**src/rtl/freq_meter.sv**
```systemverilog
// Measures period and high time of an asynchronous square wave in clk_in cycles.
// Continuous measurement between consecutive rising edges, with a sticky no-edge timeout.
module freq_meter #(
  parameter int unsigned CLK_IN_F_MHZ   = 100,
  parameter int unsigned CNT_W          = 32,
  parameter int unsigned TIMEOUT_CYCLES = 100_000_000
) (
  input  logic             clk_in,
  input  logic             reset_n,
  input  logic             enable,
  input  logic             sig_in,
  output logic [CNT_W-1:0] period_cycles,
  output logic [CNT_W-1:0] high_cycles,
  output logic             period_valid,
  output logic             timeout,
  output logic             busy
);

  localparam logic [CNT_W-1:0] TIMEOUT_VAL = CNT_W'(TIMEOUT_CYCLES);
  localparam logic [CNT_W-1:0] CNT_ONE     = CNT_W'(1);

  // Reject parameter sets where the counter could wrap before the timeout fires.
  if (CLK_IN_F_MHZ == 0 || CNT_W == 0 ||
      (CNT_W < 32 && (TIMEOUT_CYCLES >> CNT_W) != 0)) begin : g_param_check
    $error("freq_meter: TIMEOUT_CYCLES must be below 2**CNT_W");
  end

  typedef enum logic [1:0] {
    IDLE    = 2'd0,
    ARM     = 2'd1,
    MEASURE = 2'd2
  } state_t;

  state_t           state_q, state_d;
  logic [CNT_W-1:0] cnt_q, cnt_d;
  logic [CNT_W-1:0] pend_q, pend_d;
  logic [CNT_W-1:0] period_d, high_d;
  logic             valid_d, timeout_d, busy_d;

  logic sync_1, sync_2, sync_prev;
  logic rise, fall;

  // Two-flop synchronizer plus one history flop for edge detection.
  always_ff @(posedge clk_in or negedge reset_n) begin
    if (!reset_n) begin
      sync_1    <= 1'b0;
      sync_2    <= 1'b0;
      sync_prev <= 1'b0;
    end else begin
      sync_1    <= sig_in;
      sync_2    <= sync_1;
      sync_prev <= sync_2;
    end
  end

  assign rise = sync_2 & ~sync_prev;
  assign fall = ~sync_2 & sync_prev;

  // Next-state and datapath decode.
  always_comb begin
    state_d   = state_q;
    cnt_d     = cnt_q;
    pend_d    = pend_q;
    period_d  = period_cycles;
    high_d    = high_cycles;
    valid_d   = 1'b0;
    timeout_d = timeout;

    if (!enable) begin
      state_d   = IDLE;
      cnt_d     = '0;
      timeout_d = 1'b0;
    end else begin
      unique case (state_q)
        IDLE: begin
          state_d = ARM;
          cnt_d   = '0;
        end
        ARM: begin
          if (rise) begin
            state_d = MEASURE;
            cnt_d   = CNT_ONE;
          end else begin
            cnt_d = '0;
          end
        end
        MEASURE: begin
          if (fall) pend_d = cnt_q;
          // A rise on the timeout cycle wins: it is a legal period of exactly TIMEOUT_CYCLES.
          if (rise) begin
            period_d  = cnt_q;
            high_d    = pend_q;
            valid_d   = 1'b1;
            timeout_d = 1'b0;
            cnt_d     = CNT_ONE;
          end else if (cnt_q == TIMEOUT_VAL) begin
            timeout_d = 1'b1;
            cnt_d     = '0;
            state_d   = ARM;
          end else begin
            cnt_d = cnt_q + CNT_ONE;
          end
        end
        default: begin
          state_d = IDLE;
          cnt_d   = '0;
        end
      endcase
    end

    busy_d = (state_d == MEASURE);
  end

  always_ff @(posedge clk_in or negedge reset_n) begin
    if (!reset_n) begin
      state_q       <= IDLE;
      cnt_q         <= '0;
      pend_q        <= '0;
      period_cycles <= '0;
      high_cycles   <= '0;
      period_valid  <= 1'b0;
      timeout       <= 1'b0;
      busy          <= 1'b0;
    end else begin
      state_q       <= state_d;
      cnt_q         <= cnt_d;
      pend_q        <= pend_d;
      period_cycles <= period_d;
      high_cycles   <= high_d;
      period_valid  <= valid_d;
      timeout       <= timeout_d;
      busy          <= busy_d;
    end
  end

endmodule

```
**config.mk**
```make
export PLATFORM = sky130hd
export DESIGN_NAME = freq_meter
export DESIGN_NICKNAME = d
export VERILOG_FILES = /design/src/rtl/freq_meter.sv
export SDC_FILE = /design/constraint.sdc
export NUM_CORES = 1
export LEC_CHECK = 0
export ABC_AREA = 1
export CORE_MARGIN = 4
export CORE_UTILIZATION = 56
export CTS_CLUSTER_DIAMETER = 40
export DETAILED_ROUTE_END_ITERATION = 10
export MAX_ROUTING_LAYER = met4
export PLACE_DENSITY = 0.77
export SLEW_MARGIN = 20
export SYNTH_ARGS = -nofsm -noshare
export SYNTH_HDL_FRONTEND = slang
export SYNTH_SLANG_ARGS = --single-unit
```
**constraint.sdc**
```tcl
create_clock -name clk_in -period 2.2 [get_ports clk_in]
set_clock_uncertainty 0.1 [all_clocks]
set_input_delay 0.66 -clock clk_in [delete_from_list [all_inputs] [get_ports clk_in]]
set_output_delay 0.66 -clock clk_in [all_outputs]
set_load 0.01 [all_outputs]
```
== Word-level counts from Yosys, hierarchy flattened ==
Cells that the tools add are included.

* Register bits after elaboration: 136
* Input port bits: 4
* Output and inout bits: 67
* Logic and storage cells: 43

* Add/sub/neg operators: 1
* Equality and inequality tests: 6
* Muxes and demuxes: 17
* Bitwise operators: 4
* Reductions and logical operators: 4

{| class="wikitable"
|+ Operators by type and width
! cell !! number
|-
| two-way mux 32 bit || 3
|-
| one-hot mux 32 bit (2 select lines) || 1
|-
| adder 32 x 1 -> 32 bit (second input constant) || 1
|-
| equality test 32 x 27 -> 1 bit (second input constant) || 1
|-
| two-way mux 1 bit || 8
|-
| two-way mux 2 bit || 4
|-
| one-hot mux 2 bit (3 select lines) || 1
|-
| AND reduction 3 bit || 2
|-
| equality test 2 bit (second input constant) || 2
|-
| != test 3 x 1 -> 1 bit (second input constant) || 1
|-
| AND 1 bit || 2
|-
| equality test 2 x 1 -> 1 bit (second input constant) || 1
|-
| zero test 2 bit || 1
|-
| != test 2 x 1 -> 1 bit (second input constant) || 1
|-
| inverter 1 bit || 2
|-
| AND reduction 2 bit || 1
|}

== Depth between registers and ports, before layout ==
Gate-level depths: netlist (run 1).

* Word-level depth: 6
* Mapped depth: 11
* Depth with buffers taken out: 11

== Least setup slack after synthesis (run 1) ==
OpenSTA, ideal clock, no wires.

* Kind: register -> register
* From: register state_q[0]
* To: register period_cycles[15]
* Library setup time: 0.131 ns
* Data arrival time: 1.510 ns
* Required time: 1.969 ns
* Setup slack: 0.460 ns
* Cell stages (with the launch flop): 10
* Path buffers: 2
* Period minus slack after synthesis: 1.740 ns
* Path through: dfrtp_1 > inv_1 > ha_1 > nand2_1 > nor2_2 > inv_2 > buf_2 > buf_2 > nand2_1 > o21ai_0

* Longest elaborated chain between the ends: 2

{| class="wikitable"
|+ RTL lines
! what !! RTL line !! text
|-
| start, declared || 34 || <nowiki>state_t state_q, state_d;</nowiki>
|-
| start signal, assigned || 125 || <nowiki>state_q <= state_d;</nowiki>
|-
| equality test 2 bit || 74 || <nowiki>unique case (state_q)</nowiki>
|-
| AND reduction 3 bit (no line) || - ||
|-
| end signal, assigned || 128 || <nowiki>period_cycles <= period_d;</nowiki>
|-
| end, declared || 12 || <nowiki>output logic [CNT_W-1:0] period_cycles,</nowiki>
|}

No other way between the ends.
A chain may end at the register's enable or synchronous reset.

== Final worst setup path (run 1) ==
* From: register period_cycles[26]
* To: output period_cycles[26]

No word-level cell between the ends.

==> results.md, run 1 <==
* Share of cells above drive strength 1 at 10.9%
* Vias in the first global route at between 4000 and 5000
* Register area share after synthesis at 56.7%
* Min-Delay Path Class: in -> async
* Dpl cells at 908
* Power per cell area at 715 nW/µm²
* Synthesis-to-layout area growth at 27.5%
* 1st-pass router iterations at 6
* Placed instance area at 6990 µm²
* Final nets at 801
* Num CTS Buffers at 17
* Minimum clock period after layout at 2.19 ns
* Leakage at between 4 and 5 nW
* Post-synth top area share at 56.7%
* Clock root buffer: clkbuf_8
* Design Area, Final at 7650 µm²
* CP Data Required Time at 1.44 ns
* Main synth FF type: dfrtp_1
* Final hold violation count at 0
* Total power at 5.47 mW
* Syn_nets at 715
* Status: finished clean
* Worst setup EP type: output pin
* Crit path depth at 1
* Number of standard cells after synthesis at 705
* Synth async-reset ratio at 100%
* Mapped Avg Cell Area at 8.51 µm²
* Crit path DAT at 1.43 ns
* CTS sink count at 136
* Die area at 12400 µm²
* FF/Latch Area at ~3400 µm²
* H-Tree Depth at 4
* DRC errors left at 0
* R2r endpoint: pend_q[10]
* CP cell instances: clkdlybuf4s50_1
* Row Count at 37
* Commonest cells after routing, fill and taps aside: nand2_1 (250), dfrtp_1 (136), nor2_1 (74)
* Max Slew Vio Count at 0
* Initial antenna violation count at 0
* CP Capture Point: period_cycles[26]
* Critical Path Max Stage Delay at 0.54 ns
* Yosys warning count at 0
* Largest net degree at the start of global routing at 73
* Final setup viols at 0
* I/O Buffers at 70
* Fin crit share at just under 100%
* Skew-Pair Late Insertion Delay at 0.53 ns
* Relative slew slack at 73.7%
* Max Cap Viol at 0
* Core Area at 10400 µm²
* Cell taking the most area after synthesis: dfrtp_1
* Critical path startpoint: period_cycles[26]
* CTS Buffer Depth at 2
* Cell Count, Final, Fillers Out at 940
* Post-CTS Hold Buffers at 0
* Worst r2r src: state_q[0]
* Most common cell after layout, fill and taps aside: nand2_1
* Overflow after GRT at 0
* Initial Utilization at between 50% and 60%
* Ports at 71
* Area of the multi-input gates at 2280 µm²
* Post-Syn Area at between 5000 and 6000 µm²
* Number of synthesized flops with an enable pin at 0
* Routed len/inst at 16.5 µm
* Crit path max-delay family: buffers and inverters
* DPL Wire Length at ~11000 µm
* Hold slack at 0.0366 ns
* Highest clock rate at about 0.46 GHz
* R2r setup slk at 0.21 ns
* Final wirelength at 15500 µm
* Crit start category: flip-flop
* Via count at 5016
* Peak supply drop at 0.519 mV
* CTS tree: done
* Die Ht at around 110 µm
* Fill cells at 753
* Slowest cell on the critical path: clkdlybuf4s50_1
* CP Buf/Inv Count at 1
* Post-synthesis cell type count at 28
* Synthesized flop and latch total at 136
* Synth top area cells: dfrtp_1 (57%), nand2_1 (16%), nor2_1 (4.6%)
* ANT cells at 0
* Final Util at 73.7%
* First-pass GRT wire length at 25100 µm
* Die W at between 100 and 150 µm
* Post-CTS setup buffer count at 0
* Critical path class: reg -> out
* R2r worst-path depth at 7
* CP max FO at 2
* GRT Total Usage at 26.4%
* DR iter-0 viols at 392
* Clock slew at reported path FFs at 0.06 ns
* Routability Congestion at 0.899
* Antenna viol nets, final at 0
* Vias per std cell at 5.34
* Worst Tran Pin Value at 0.395 ns
## registers in the layout, indices dropped and copies added, names as in the netlist, 2 cells and up
signal	cells
cnt_q	32
high_cycles	32
pend_q	32
period_cycles	32
state_q	2
## per-stage QoR
step | setup TNS [ns] | setup slack, ns
2_1_floorplan | 0 | 0.460
3_3_place_gp | -3.73 | -0.122
3_5_place_dp | -4.70 | -0.164
4_1_cts | 0 | 0.00102
5_1_grt | -0.0561 | -0.0492
6_report | 0 | 0.0126
## metal layers
| metal | vias to the layer above | part of all wire, % | GRT usage [%] |
|---|---|---|---|
| li1 | 2411 | - | - |
| met1 | 2429 | 44 | 34.3 |
| met2 | 148 | 49 | 41.4 |
| met3 | 28 | 5.5 | 6.09 |
| met4 | 0 | 2.0 | 8.68 |
| met5 | - | 0 | - |
## cells by family (layout without fill, tap and decap cells)
logic type / Yosys count / in the layout / share of synthesized area [%]
DFF: 136 / 136 / 56.7
and+or+nand+nor: 396 / 396 / 28.2
buffers and inverters: 78 / 177 / 5.30
xor gates and xnor gates: 17 / 17 / 2.48
AOI/OAI and AO/OA: 72 / 72 / 6.07
adders and majority gates: 6 / 6 / 1.25
## cells in the mapped netlist, types with 2 or more instances
| library cell | instances |
|---|---|
| inv_1 | 40 |
| buf_2 | 14 |
| nand2_1 | 250 |
| inv_2 | 15 |
| nand4_1 | 10 |
| clkbuf_1 | 8 |
| xor2_1 | 16 |
| nand3_2 | 3 |
| o21ai_1 | 37 |
| o21ai_0 | 29 |
| nor2_4 | 3 |
| dfrtp_1 | 136 |
| nor2_2 | 4 |
| nor2_1 | 74 |
| nor3_1 | 13 |
| nand3_1 | 25 |
| nor3_2 | 8 |
| ha_1 | 6 |
| a21oi_1 | 4 |
| nand3b_1 | 2 |
## how the worst min path moves through the flow
stage,startpoint,to,slack [ns],cells past startpoint
after floorplan,sync_1,sync_2,0.23,0
after CTS,reset_n,period_cycles[14],0.05,2
final,reset_n,high_cycles[3],0.04,2
after detailed placement,sync_1,sync_2,0.24,0
after global placement,sync_1,sync_2,0.23,0
after global routing,reset_n,high_cycles[8],0.06,2
## area by class of cell
cell class                      instances  share of cell area (%)
Clock buffer                           18                    5.46
Clock inverter                         14                    2.26
Inverter                               55                    2.70
Multi-Input combinational cell        491                    29.8
Sequential cell                       136                    44.5
Tap cell                              136                    2.23
Timing Repair Buffer                   90                    13.1
## where the power goes
group	switching (mW)	internal [mW]	total (mW)
Combinational	0.0732	0.0265	0.0997
Sequential	0.00540	2.51	2.51
Clock	1.12	1.73	2.85
Total	1.20	4.27	5.47
## repair_timing
action / in CTS / in global routing
resized for setup: 26 / 38
pin swaps: 0 / 0
endpoints found under the setup margin: 26 / 38
Note: power is estimated with default switching activity, not from simulation.
==> inputs of run 2 (changes only) <==
--- a/config.mk
+++ b/config.mk
@@ -7,11 +7,12 @@
 export LEC_CHECK = 0
 export ABC_AREA = 1
 export CORE_MARGIN = 4
-export CORE_UTILIZATION = 56
+export CORE_UTILIZATION = 58
+export CTS_BUF_LIST = sky130_fd_sc_hd__clkbuf_4 sky130_fd_sc_hd__clkbuf_8
 export CTS_CLUSTER_DIAMETER = 40
 export DETAILED_ROUTE_END_ITERATION = 10
 export MAX_ROUTING_LAYER = met4
-export PLACE_DENSITY = 0.77
+export PLACE_DENSITY = 0.79
 export SLEW_MARGIN = 20
 export SYNTH_ARGS = -nofsm -noshare
 export SYNTH_HDL_FRONTEND = slang
==> run 2 against run 1 <==
First-iteration DRC count decreased by 1.5%; worst setup slack improved by 0.055 ns; total power decreased by 13%; global-route usage increased by 1.4 points; wire length decreased by 3.6%; die area decreased by 3.2%; largest cell class unchanged; largest power group is now sequential cells.
==> results.md, run 2 (same netlist as run 1, synthesis figures left out) <==
* Status: finished clean
* Worst Tran Pin Value at 0.353 ns (-0.0415 ns)
* R2r setup slk at 0.22 ns (about the same)
* DR iter-0 viols at 386 (-1.5%)
* Clock root buffer: clkbuf_8
* Final wirelength at 14900 µm (-3.6%)
* Crit start category: flip-flop
* Reg power frac at 52.6% (+6.6 points)
* Initial Utilization at 60.5% (+2.7 points)
* Final nets at 794 (-0.87%)
* Dpl cells at 898 (-1.1%)
* Clock power frac at 45.3% (-6.9 points)
* Cell Count, Final, Fillers Out at 930 (-1.1%)
* CP cell instances: clkdlybuf4s50_1
* Ports at 71 (unchanged)
* Critical path class: reg -> out
* Highest clock rate at 0.469 GHz (+2.6%)
* Vias in the first global route at 4989 (+1.1%)
* Hold slack at 0.0136 ns (-0.0231 ns)
* RSZ-0062 raised after global routing: no
* Die W at 110 µm (-1.6%)
* Via count at 5042 (+0.52%)
* Psw at 1.07 mW (-11%)
* Slowest cell on the critical path: clkdlybuf4s50_1
* Sw Ratio at 22.4% (+0.46 points)
* I/O Buffers at 70 (unchanged)
* Relative slew slack at 76.4% (+2.7 points)
* Most common cell after layout, fill and taps aside: nand2_1
* Leakage at 3.36 nW (-22%)
* Final hold violation count at 0 (unchanged)
* CTS Buffer Depth at 2 (unchanged)
* Antenna viol nets, final at 0 (unchanged)
* Fin crit share at 96.9% (-2.5 points)
* Row Count at 36 (-2.7%)
* Crit path max-delay family: buffers and inverters
* Int Pwr at 3.71 mW (-13%)
* Minimum clock period after layout at 2.13 ns (-0.0549 ns)
* Worst setup EP type: output pin
* CP Buf/Inv Count at 1 (unchanged)
* Num CTS Buffers at 17 (unchanged)
* CP Data Required Time at 1.44 ns (about the same)
* DPL Wire Length at 10900 µm (+0.45%)
* Commonest cells after routing, fill and taps aside: nand2_1 (250), dfrtp_1 (136), nor2_1 (74)
* DRC errors left at 0 (unchanged)
* First-pass GRT wire length at 24600 µm (-2.2%)
* Max Cap Viol at 0 (unchanged)
* Max Slew Vio Count at 0 (unchanged)
* Final setup viols at 0 (unchanged)
* ANT cells at 0 (unchanged)
* Final WS setup at 0.0675 ns (+0.0549 ns)
* CP max FO at 2 (unchanged)
* Initial antenna violation count at 0 (unchanged)
* Min-Delay Path Class: in -> async
* CTS tree: done
* Comb power frac at 2.1% (+0.3 points)
* Placement Setup Slack at -0.183 ns (-0.0190 ns)
* Skew-Pair Late Insertion Delay at 0.44 ns (-0.09 ns)
* Die Ht at 110 µm (-1.6%)
* Largest net degree at the start of global routing at 72 (-1.4%)
* CTS sink count at 136 (unchanged)
* Power per cell area at 651 nW/µm² (-9.0%)
* Final Util at 74.1% (+0.31 points)
* Share of cells above drive strength 1 at 10.3% (-0.66 points)
* Synthesis-to-layout area growth at 22.3%
* Post-CTS setup buffer count at 0 (unchanged)
* Total power at 4.78 mW (-13%)
* Vias per std cell at 5.42 (+1.6%)
* Routed len/inst at 16.0 µm (-2.6%)
* 1st-pass router iterations at 5 (-1)
* Routability Congestion at 0.954 (+6.0%)
* Clock slew at reported path FFs at 0.08 ns (+0.02 ns)
* Overflow after GRT at 0 (unchanged)
* GRT Total Usage at 27.8% (+1.4 points)
* Critical Path Max Stage Delay at 0.55 ns (about the same)
* Crit path DAT at 1.37 ns (-0.06 ns)
* H-Tree Depth at 4 (unchanged)
* Peak supply drop at 0.453 mV (-13%)
* Core Area at 9910 µm² (-4.4%)
* Die area at 12000 µm² (-3.2%)
run 2: cell types whose count changed in the layout (fill, tap and decap cells not counted), sizes merged:
cell           before  now
clkdlybuf4s50       5   68
dlymetal6s2s       38    1
dlygate4sd2        26    0
buf                21   14
clkinv              7    1
clkinvlp            2    5
inv                57   59
clkbuf             18   19
run 2: timing repair:
| action | CTS | global route |
|---|---|---|
| gates resized for setup | 0 | 1 |
| setup endpoints to repair | 0 | 1 |
| hold buffers | 0 | 0 |
run 2: power by group through the flow:
stage                     logic [mW]  clock network (mW)  registers [mW]
after detailed placement       0.105                   0            2.56
after global placement         0.101                   0            2.56
after floorplan               0.0266                   0            2.56
after CTS                      0.106                2.19            2.51
after global routing           0.120                2.31            2.51
final                          0.102                2.16            2.51
run 2: path summary, 6_finish.rpt:
check	from	endpoint	cells past startpoint
worst max register to register	state_q[0]	pend_q[22]	7
worst min-delay path	reset_n	period_cycles[0]	1
min in group clk_in	sync_1	sync_2	0
worst min register to register	sync_1	sync_2	0
max in group asynchronous	reset_n	cnt_q[9]	2
worst max-delay path	period_cycles[12]	period_cycles[12]	1
run 2: metal layers:
metal  wire [µm]  share of wire (%)  vias up  track usage, %
met5           0                  0        -               -
met4         369                2.5        0            10.6
met3        1040                7.0       29            5.40
met2        7010                 47      215            42.1
met1        6510                 44     2403            37.5
li1            -                  -     2395               -
run 2: cell type report:
class	instances	area, µm²
Sequential cell	136	3400
Timing Repair Buffer	83	861
Tap cell	133	166
Fill cell	740	2570
Inverter	55	206
Multi-Input combinational cell	491	2280
Clock buffer	19	255
Clock inverter	13	168
run 2: through the flow:
stage / area [µm²] / TNS [ns]
after detailed placement: 6910 / -5.21
after global placement: 6910 / -3.74
after floorplan: 6000 / 0
final: 7340 / 0
after CTS: 7340 / 0
after global routing: 7340 / 0
==> inputs of run 3 (changes only) <==
--- a/config.mk
+++ b/config.mk
@@ -6,11 +6,14 @@
 export NUM_CORES = 1
 export LEC_CHECK = 0
 export ABC_AREA = 1
+export CAP_MARGIN = 25
+export CORE_ASPECT_RATIO = 0.5
 export CORE_MARGIN = 4
 export CORE_UTILIZATION = 58
 export CTS_BUF_LIST = sky130_fd_sc_hd__clkbuf_4 sky130_fd_sc_hd__clkbuf_8
 export CTS_CLUSTER_DIAMETER = 40
 export DETAILED_ROUTE_END_ITERATION = 10
+export HOLD_SLACK_MARGIN = 0.1
 export MAX_ROUTING_LAYER = met4
 export PLACE_DENSITY = 0.79
 export SLEW_MARGIN = 20
==> run 3 against run 2 <==
Sequential power is essentially flat; global-route usage down 0.069 points; cell area grew 1.9%; first-iteration DRC count increased by 39%; flip-flop and latch count is the same; hold slack better by 0.24 ns; critical endpoint is now period_cycles[18]; fmax fell by 0.18%.
==> results.md, run 3 (same netlist as run 1, synthesis figures left out) <==
* Routed len/inst at 16.2 µm (+0.97%)
* Final hold violation count at 0 (unchanged)
* Highest clock rate at 0.468 GHz (-0.18%)
* Critical path class: reg -> out
* Worst Tran Pin Value at 0.461 ns (+0.108 ns)
* Power per cell area at 655 nW/µm² (+0.53%)
* First-pass GRT wire length at 25400 µm (+3.4%)
* Design Area, Final at 7480 µm² (+1.9%)
* DR iter-0 viols at 536 (+39%)
* Clock root buffer: clkbuf_8
* RSZ-0062 raised after global routing: no
* CP Data Required Time at 1.44 ns (about the same)
* Overflow after GRT at 0 (unchanged)
* H-Tree Depth at 4 (unchanged)
* Antenna viol nets, final at 0 (unchanged)
* Core Area at 9760 µm² (-1.5%)
* Crit path DAT at 1.38 ns (about the same)
* Dpl cells at 911 (+1.4%)
* Die area at 12100 µm² (+0.82%)
* I/O Buffers at 70 (unchanged)
* Ports at 71 (unchanged)
* Via count at 5066 (+0.48%)
* Relative slew slack at 69.3% (-7.1 points)
* Final wirelength at 15300 µm (+2.5%)
* Post-CTS setup buffer count at 0 (unchanged)
* Critical path startpoint: period_cycles[18]
* Crit path max-delay family: buffers and inverters
* GRT Total Usage at 27.7% (-0.069 points)
* Beginning of the worst hold path: sync_1
* FF/Latch Area at 3400 µm² (unchanged)
* Post-Route Setup TNS at 0 ns (unchanged)
* Placed instance area at 7030 µm² (+1.6%)
* Leakage at 3.44 nW (+2.6%)
* Die Ht at 79.9 µm (-27%)
* CP max FO at 2 (unchanged)
* Cell Count, Final, Fillers Out at 944 (+1.5%)
* Most common cell after layout, fill and taps aside: nand2_1
* Max Slew Vio Count at 0 (unchanged)
* Die W at 152 µm (+38%)
* Fill cells at 708 (-4.3%)
* Vias in the first global route at 4940 (-0.98%)
* Share of cells above drive strength 1 at 11.5% (+1.2 points)
* Crit start category: flip-flop
* ANT cells at 0 (unchanged)
* Vias per std cell at 5.37 (-1.0%)
* Final setup viols at 0 (unchanged)
* Row Count at 25 (-31%)
* R2r setup slk at 0.21 ns (about the same)
* CP Buf/Inv Count at 1 (unchanged)
* 1st-pass router iterations at 5 (unchanged)
* Area of the multi-input gates at 2280 µm² (unchanged)
* Fin crit share at 97.1% (+0.17 points)
* CP cell instances: clkdlybuf4s50_1
* Clock slew at reported path FFs at 0.08 ns (about the same)
* Initial antenna violation count at 0 (unchanged)
* Synthesis-to-layout area growth at 24.7%
* Min-Delay Path Class: reg -> reg
* Worst r2r src: state_q[0]
* Minimum clock period after layout at 2.14 ns (+0.00377 ns)
* DPL Wire Length at 11200 µm (+3.3%)
* Peak supply drop at 0.475 mV (+4.9%)
* Skew-Pair Late Insertion Delay at 0.43 ns (about the same)
* Final nets at 806 (+1.5%)
* Worst setup EP type: output pin
* Largest net degree at the start of global routing at 65 (-9.7%)
* Initial Utilization at 61.5% (+0.93 points)
* Total power at 4.89 mW (+2.4%)
* Max Cap Viol at 0 (unchanged)
* Routability Congestion at 0.916 (-3.9%)
* Status: finished clean
* CTS sink count at 136 (unchanged)
* DRC errors left at 0 (unchanged)
* Num CTS Buffers at 17 (unchanged)
* Slowest cell on the critical path: clkdlybuf4s50_1
* CTS tree: done
* CTS Buffer Depth at 2 (unchanged)
* Critical Path Max Stage Delay at 0.55 ns (about the same)
* Commonest cells after routing, fill and taps aside: nand2_1 (250), dfrtp_1 (136), nor2_1 (74)
-- run 3: area by class of cell --
| cell class | instances | area share (%) |
|---|---|---|
| inverters | 55 | 2.76 |
| repair buffers | 95 | 13.1 |
| clock buffers | 19 | 3.50 |
| flip-flops and latches | 136 | 45.5 |
| multi-input cells | 491 | 30.5 |
| well taps | 135 | 2.26 |
| clock inverters | 13 | 2.38 |
-- run 3: path summary, 6_finish.rpt --
path	endpoint	cells past startpoint
worst min-delay path	sync_2	0
worst max register to register	pend_q[26]	7
min in group asynchronous	cnt_q[2]	2
max in group asynchronous	period_cycles[24]	3
worst max-delay path	period_cycles[18]	1
worst min register to register	sync_2	0
-- run 3: through the flow --
| stage | hold slack (ns) | utilization, % | worst slack (ns) |
|---|---|---|---|
| 2_1_floorplan | 0.231 | - | 0.460 |
| 3_3_place_gp | 0.237 | 72.0 | -0.0469 |
| 4_1_cts | 0.257 | 76.6 | 0.0502 |
| 5_1_grt | 0.275 | 76.6 | 0.0205 |
| 3_5_place_dp | 0.238 | 72.0 | -0.0898 |
| 6_report | 0.255 | 76.6 | 0.0637 |
-- run 3: routing by layer --
layer / global-route usage [%] / up-vias / share of wire, % / routed length, µm
met5: - / - / 0 / 0
met4: 8.16 / 0 / 1.0 / 157
met3: 6.71 / 17 / 9.2 / 1410
met2: 40.4 / 199 / 43 / 6550
met1: 39.1 / 2444 / 47 / 7180
li1: - / 2406 / - / -
-- run 3: where the power goes --
group,switching (mW),total (mW),internal (mW)
sequential,0.00544,2.51,2.50
clock,1.06,2.28,1.22
combinational,0.0745,0.109,0.0342
total,1.14,4.89,3.76
-- run 3: timing repair --
action / CTS / global route
hold buffers: 1 / 0
setup endpoints to repair: 0 / 1
endpoints found under the hold margin: 44 / 0
resized for setup: 0 / 1
